### src/rtl/addsub_pkg.sv
// addsub_pkg: shared FSM state, op encodings and slice-count helper for the serial add/sub unit
package addsub_pkg;
   typedef enum logic [1:0] {IDLE, RUN, NEG, DONE} state_t;
   localparam logic OP_ADD = 1'b0;
   localparam logic OP_SUB = 1'b1;
   function automatic int slices(input int n, input int d);
      return n / d;
   endfunction
endpackage

### src/rtl/digit_adder.sv
// digit_adder: D-bit ripple adder built from full_adder_1bit cells
module digit_adder #(
   parameter int D = 1
) (
   input  logic [D-1:0] x,
   input  logic [D-1:0] y,
   input  logic         cin,
   output logic [D-1:0] s,
   output logic         cout
);
   logic [D:0] c;
   assign c[0] = cin;
   for (genvar i = 0; i < D; i++) begin : g_fa
      full_adder_1bit u_fa (.a(x[i]), .b(y[i]), .cin(c[i]), .s(s[i]), .cout(c[i+1]));
   end
   assign cout = c[D];
endmodule

### src/rtl/full_adder_1bit.sv
// full_adder_1bit: single-bit full adder cell
module full_adder_1bit (
   input  logic a,
   input  logic b,
   input  logic cin,
   output logic s,
   output logic cout
);
   assign s = a ^ b ^ cin;
   assign cout = (a & b) | (cin & (a ^ b));
endmodule

### src/rtl/serial_addsub_unit.sv
// serial_addsub_unit: digit-serial unsigned add/sub, LSB slice first, sign-magnitude subtract result
module serial_addsub_unit
   import addsub_pkg::*;
#(
   parameter int N = 8,
   parameter int D = 1
) (
   input  logic         clk,
   input  logic         rst,
   input  logic         start,
   input  logic         op,
   input  logic [N-1:0] a,
   input  logic [N-1:0] b,
   output logic         busy,
   output logic         done,
   output logic [N-1:0] res,
   output logic         negout,
   output logic         carry_out,
   output logic         zero
);
   localparam int S = slices(N, D);
   localparam int CW = $clog2(S + 1);
   if (N % D != 0) begin : g_bad_digit
      $error("serial_addsub_unit: N must be a multiple of D");
   end
   state_t st;
   logic [N-1:0] sa, sb, r, r_nx;
   logic [CW-1:0] cnt;
   logic [D-1:0] x, y, s;
   logic carry, fc, op_q, cout, last, to_neg, fin, go_done;
   // NEG reuses the adder to form ~r + 1 one slice at a time
   assign x = st == NEG ? ~r[D-1:0] : sa[D-1:0];
   assign y = st == NEG ? '0 : sb[D-1:0];
   digit_adder #(.D(D)) u_dig (.x(x), .y(y), .cin(carry), .s(s), .cout(cout));
   assign r_nx = (r >> D) | (N'(s) << (N - D));
   assign last = cnt == CW'(S - 1);
   assign to_neg = op_q == OP_SUB && !cout;
   assign fin = st == RUN ? cout : fc;
   assign go_done = last && (st == NEG || (st == RUN && !to_neg));
   assign busy = st != IDLE;
   assign done = st == DONE;
   always_ff @(posedge clk) begin
      if (rst) begin
         st <= IDLE;
         sa <= '0;
         sb <= '0;
         r <= '0;
         cnt <= '0;
         carry <= 1'b0;
         fc <= 1'b0;
         op_q <= 1'b0;
         res <= '0;
         negout <= 1'b0;
         carry_out <= 1'b0;
         zero <= 1'b0;
      end else begin
         unique case (st)
            IDLE: if (start) begin
               sa <= a;
               sb <= op == OP_ADD ? b : ~b;
               op_q <= op;
               carry <= op;
               cnt <= '0;
               st <= RUN;
            end
            RUN: begin
               sa <= sa >> D;
               sb <= sb >> D;
               r <= r_nx;
               cnt <= last ? '0 : cnt + CW'(1);
               carry <= (last && to_neg) ? 1'b1 : cout;
               if (last) begin
                  fc <= cout;
                  st <= to_neg ? NEG : DONE;
               end
            end
            NEG: begin
               r <= r_nx;
               carry <= cout;
               cnt <= last ? '0 : cnt + CW'(1);
               if (last) st <= DONE;
            end
            DONE: st <= IDLE;
            default: st <= IDLE;
         endcase
         if (go_done) begin
            res <= r_nx;
            zero <= ~|r_nx;
            carry_out <= fin;
            negout <= op_q == OP_SUB && !fin;
         end
      end
   end
endmodule
### config.mk
export PLATFORM = sky130hd
export DESIGN_NAME = serial_addsub_unit
export DESIGN_NICKNAME = d
export VERILOG_FILES = /design/src/rtl/addsub_pkg.sv /design/src/rtl/digit_adder.sv /design/src/rtl/full_adder_1bit.sv /design/src/rtl/serial_addsub_unit.sv
export SDC_FILE = /design/constraint.sdc
export NUM_CORES = 1
export LEC_CHECK = 0
export BUFFER_PORTS_ARGS = -buffer_cell sky130_fd_sc_hd__clkbuf_2
export CORE_AREA = 2 2 67 69
export CTS_CLUSTER_DIAMETER = 150
export DETAILED_ROUTE_END_ITERATION = 10
export DIE_AREA = 0 0 69 71
export PLACE_DENSITY_LB_ADDON = 0.08
export SYNTH_ARGS = -nofsm -noshare
export SYNTH_HDL_FRONTEND = slang
export SYNTH_SLANG_ARGS = --single-unit
### constraint.sdc
create_clock -name clk -period 2.5 [get_ports clk]
set_input_delay 0.25 -clock clk [delete_from_list [all_inputs] [get_ports clk]]
set_output_delay 0.25 -clock clk [all_outputs]
set_load 0.05 [all_outputs]
* Word level (Yosys, flattened, before mapping)
Index checks and enable logic that the tools add are counted.
Word-level totals: output and inout bits 13, bits in registers 44, input bits 20
Cells by class: add/sub/neg operators 1, bitwise gates (word level) 8, reductions and logical operators 23, eq/ne operators 7, muxes and demuxes 19
Operators by type and width (count):
- case mux 8 bit (2 select lines) | 2
- two-way mux 8 bit | 3
- AND reduction 2 bit | 5
- two-way mux 4 bit | 2
- inverter 8 bit | 1
- bitwise OR 7 x 8 -> 8 bit | 1
- case mux 2 bit (4 select lines) | 1
- case mux 4 bit (2 select lines) | 1
- OR reduction 8 bit | 1
- two-way mux 1 bit | 6
- two-way mux 2 bit | 3
- != test 2 bit (second input constant) | 3
- nonzero test 2 bit | 3
- logical AND 1 bit | 5
- adder 4 x 1 -> 4 bit (second input constant) | 1
- == test 2 bit (second input constant) | 2
- == test 4 x 3 -> 1 bit (second input constant) | 1
- zero test 1 bit | 4
- case mux 1 bit (3 select lines) | 1
- AND reduction 3 bit | 1
- nonzero test 3 bit | 1
- AND 1 bit | 2
- == test 2 x 1 -> 1 bit (second input constant) | 1
- zero test 2 bit | 1
- 5 further kinds | 6

* Longest topological paths before layout
depth in word-level cells 11, depth in mapped cells 11

* Hierarchy
A second synthesis with hierarchy kept.
Second synthesis, totals: cells, all modules 245, area, all modules 2057.0 um^2
Modules (own cells, without submodules):
- serial_addsub_unit | cells each 244, times used 1, sequential area each 880.8 um^2, area an instance 2037.0 um^2
- full_adder_1bit | cells each 1, times used 1, sequential area each 0.0 um^2, area an instance 20.0 um^2

* Worst setup path after synthesis
No wires, ideal clock.
kind register to register, start register st[0], end register negout, cell stages (with the launch flop) 11, buffers on the path 1, setup slack 0.272 ns, clock period less this slack 2.228 ns, required time 2.430 ns, arrival 2.158 ns, path through dfxtp_1 inv_1 ha_1 buf_2 nand2_1 o21ai_0 fa_1 a21boi_2 o21ai_4 or3_1 a21oi_1
Between the ends: cells in the longest elaborated chain, start to end 11, elaborated cells between the ends (all ways) 17
Ends and longest elaborated chain:
- start: declaration | line serial_addsub_unit.sv:26 | state_t st;
- start signal: assignment | line serial_addsub_unit.sv:74 | st <= to_neg ? NEG : DONE;
- == test 2 bit | line serial_addsub_unit.sv:32, serial_addsub_unit.sv:33, serial_addsub_unit.sv:39
- two-way mux 1 bit (on tied branches) | line serial_addsub_unit.sv:32, serial_addsub_unit.sv:33
- bitwise XOR 1 bit | line full_adder_1bit.sv:10 | assign cout = (a & b) | (cin & (a ^ b));
- AND 1 bit | line full_adder_1bit.sv:10
- bitwise OR 1 bit | line full_adder_1bit.sv:10
- zero test 1 bit | line serial_addsub_unit.sv:37 | assign to_neg = op_q == OP_SUB && !cout;
- logical AND 1 bit | line serial_addsub_unit.sv:37
- zero test 1 bit | line serial_addsub_unit.sv:39 | assign go_done = last && (st == NEG || (st == RUN && !to_neg));
- logical AND 1 bit | line serial_addsub_unit.sv:39
- logical OR 1 bit | line serial_addsub_unit.sv:39
- logical AND 1 bit | line serial_addsub_unit.sv:39
- end signal: assignment | line serial_addsub_unit.sv:90 | negout <= op_q == OP_SUB && !fin;
- end: declaration | line serial_addsub_unit.sv:17 | output logic negout,
Parallel ways exist; a longest one is shown, timed or not. A chain may end at the register's enable or synchronous reset.

* Worst setup path in the final report
Ends and elaborated chain as after synthesis.

==> results.md <==
- Status: completed
- Global router's overall resource usage: 0.1629
- Synthesized Nets: 260
- Seq/Total Area, Yosys: 0.4311
- Final GP Congestion: 0.8032
- # DRC: 0
- Pre-CTS WS: 102.3 ps
- Cell Pwr Density: 1104 nW/µm²
- Post_cts resized: 0
- Synthesis-to-layout area growth: 14.39%
- Root Buffer: clkbuf_8
- Period utilization: 0.9092
- Part of the power in combinational logic: 0.416
- Core Box Area: 4204 µm²
- Via density: 5.089
- GRT overflow: 0
- Inserted Clock Buffers: 5
- Post-Route Setup TNS: 0 ps
- Leak: 0.9412 nW
- Crit path launch type: flip-flop
- Via count: 1593
- Commonest cells after routing, fill and taps aside: dfxtp_1 (44), nor2_1 (33), clkbuf_2 (32), nand2_1 (28), mux2i_1 (22)
- CTS H-tree depth: 2
- Multi-input logic area: 1057 µm²
- Number of enable flip-flop cells after synthesis: 0
- Ports: 33
- Register area: 880.8 µm²
- Clock tree buffer depth: 2
- Sequential Power Share: 0.364
- Worst skew pair latency: 300 ps
- Top_reg_cell synth: dfxtp_1
- DRT Pass-1 Iters: 4
- Slew Viols, Final: 0
- # hold bufs at CTS: 0
- First-pass GRT wire length: 6541 µm
- Yosys warnings: 0
- Max-slew headroom: 0.4028
- Commonest non-fill, non-tap cell in the layout: dfxtp_1
- Crit end category: flip-flop
- Max-cap violation count: 0
- Largest net degree at the start of global routing: 46
- Met3 Track Usage GR: 0.04416
- Syn avg cell area: 8.732 µm²
- Antenna viol nets, final: 0
- Worst-margin pin slew: 895.8 ps
- Post-Synthesis Cells: 234
- Initial Util: 0.4860
- Hold Path Class: in -> reg
- Power Internal: 0.001587 W
- WP data required: 2720 ps
- Setup ws final: 227.0 ps
- Die height: 71 µm
- N_diodes: 0
- Vias in the first global route: 1459
- Nets: 286
- Cell variety after synth: 38
- Sw power: 0.0009945 W
- Filler Cell Count: 420
- CP arrival: 2490 ps
- CTS clock-pin slew for the worst setup and hold paths: 80 ps
- Max frequency: 440.0 MHz
- Post-DP HPWL: 2609 µm
- Synth Register Bits: 44
- Share of layout cells above drive strength 1: 0.1839
- Asr flop ratio synth: 0
- Max VDD drop: 0.4945 mV
- Drt wl/cell: 12.26 µm
- Placement Rows: 24
- Final-report setup violation count: 0
- Post-CTS Setup Bufs: 0
- Crit path kind: reg -> reg
- Met2 usage: 0.2821
- Sw Ratio: 0.3853
- Final hold vios: 0
- Fin crit period: 2273 ps
- DIE AREA: 4899 µm²
- GRT met1 Usage: 0.2002
- Post-synthesis cell area: 2043 µm²
- GRT Max-Usage Layer: met2
- Initial antenna violation count: 0
- Crit path max fanout: 7
- Die Width: 69 µm
- Clock sinks: 44
- Unrepaired setup endpoints after global routing: no
- Routed wire length: 3836 µm
- Clock power frac: 0.220
- CTS tree: built
- Clk_skew: 8.835 ps
- Port buffer count: 32
- DR iter-0 viols: 101
worst max-delay path, stage by stage, from the launching register on:
cell      delay, ps
dfxtp_1         370
inv_1            90
ha_1            250
nand2_1          80
o21ai_0         110
fa_1            500
a21boi_4        210
o21ai_4         110
or3_1           360
a21oi_1         140
layer usage:
metal  share of wire  vias up
met5               0        -
met4          0.0096        0
met3           0.038        4
met2            0.48       26
met1            0.47      710
li1                -      853
through the flow:
stage,cell area (µm²),power [W],std cells,utilization,hold slack (ps)
final,2337,0.002581,313,0.5560,263.7
after global routing,2337,0.002781,313,0.5560,269.5
after CTS,2328,0.002604,313,0.5539,244.8
after detailed placement,2207,0.002024,305,0.5250,443.4
after global placement,2207,0.002023,305,0.5250,441.5
after floorplan,2043,0.001812,234,-,412.7
cell families after synthesis:
kind of cell,count (synthesis),share of synthesized area
adders and majority gates,6,0.04042
xor gates and xnor gates,8,0.03429
AOI/OAI and AO/OA,51,0.1604
and+or+nand+nor,80,0.1703
buffers and inverters,23,0.05572
muxes,22,0.1078
DFF,44,0.4311
worst paths after layout:
path                                         start                   to  slack [ps]  cells past startpoint
worst max-delay path            st[0]$_SDFFE_PP0P_  negout$_SDFFE_PP0P_         230                      9
worst min-delay path                         start    op_q$_SDFFE_PP0P_         260                      3
worst max register to register  st[0]$_SDFFE_PP0P_  negout$_SDFFE_PP0P_         230                      9
worst min register to register  sb[5]$_SDFFE_PP0P_   sb[5]$_SDFFE_PP0P_         450                      2
power by group through the flow:
stage	Clock (W)	Sequential, W	Combinational, W
after CTS	0.000588	0.000939	0.00108
after global routing	0.000612	0.000960	0.00121
after global placement	0	0.000953	0.00107
after floorplan	0	0.000932	0.000879
after detailed placement	0	0.000955	0.00107
final	0.000567	0.000940	0.00107
cell usage after synthesis, types with 2 or more instances:
master | number | share of area
nand2_1 | 28 | 0.051
o21ai_1 | 3 | 0.0073
inv_1 | 6 | 0.011
buf_4 | 3 | 0.011
nand3_1 | 2 | 0.0049
nor2_1 | 33 | 0.061
nand2b_1 | 3 | 0.0092
o21ai_0 | 10 | 0.024
a211oi_1 | 11 | 0.040
buf_2 | 7 | 0.017
dfxtp_1 | 44 | 0.43
nor3_1 | 4 | 0.0098
ha_1 | 5 | 0.031
xnor2_1 | 8 | 0.034
mux2i_1 | 22 | 0.11
a21oi_1 | 17 | 0.042
nor4_1 | 2 | 0.0061
clkbuf_1 | 6 | 0.011
registers in the layout, indices dropped and copies added, names as in the netlist:
signal / count
r: 8
res: 8
sa: 8
sb: 8
cnt: 4
st: 2
carry: 1
carry_out: 1
fc: 1
negout: 1
op_q: 1
zero: 1
final cells by class:
cell class / instances / area share
inverter: 6 / 0.009636
multi-input combinational: 167 / 0.4524
sequential: 44 / 0.3769
timing repair buffer: 36 / 0.08137
tap: 52 / 0.02784
clock buffer: 6 / 0.03533
clock inverter: 2 / 0.01660
Note: power is estimated with default switching activity, not from simulation.
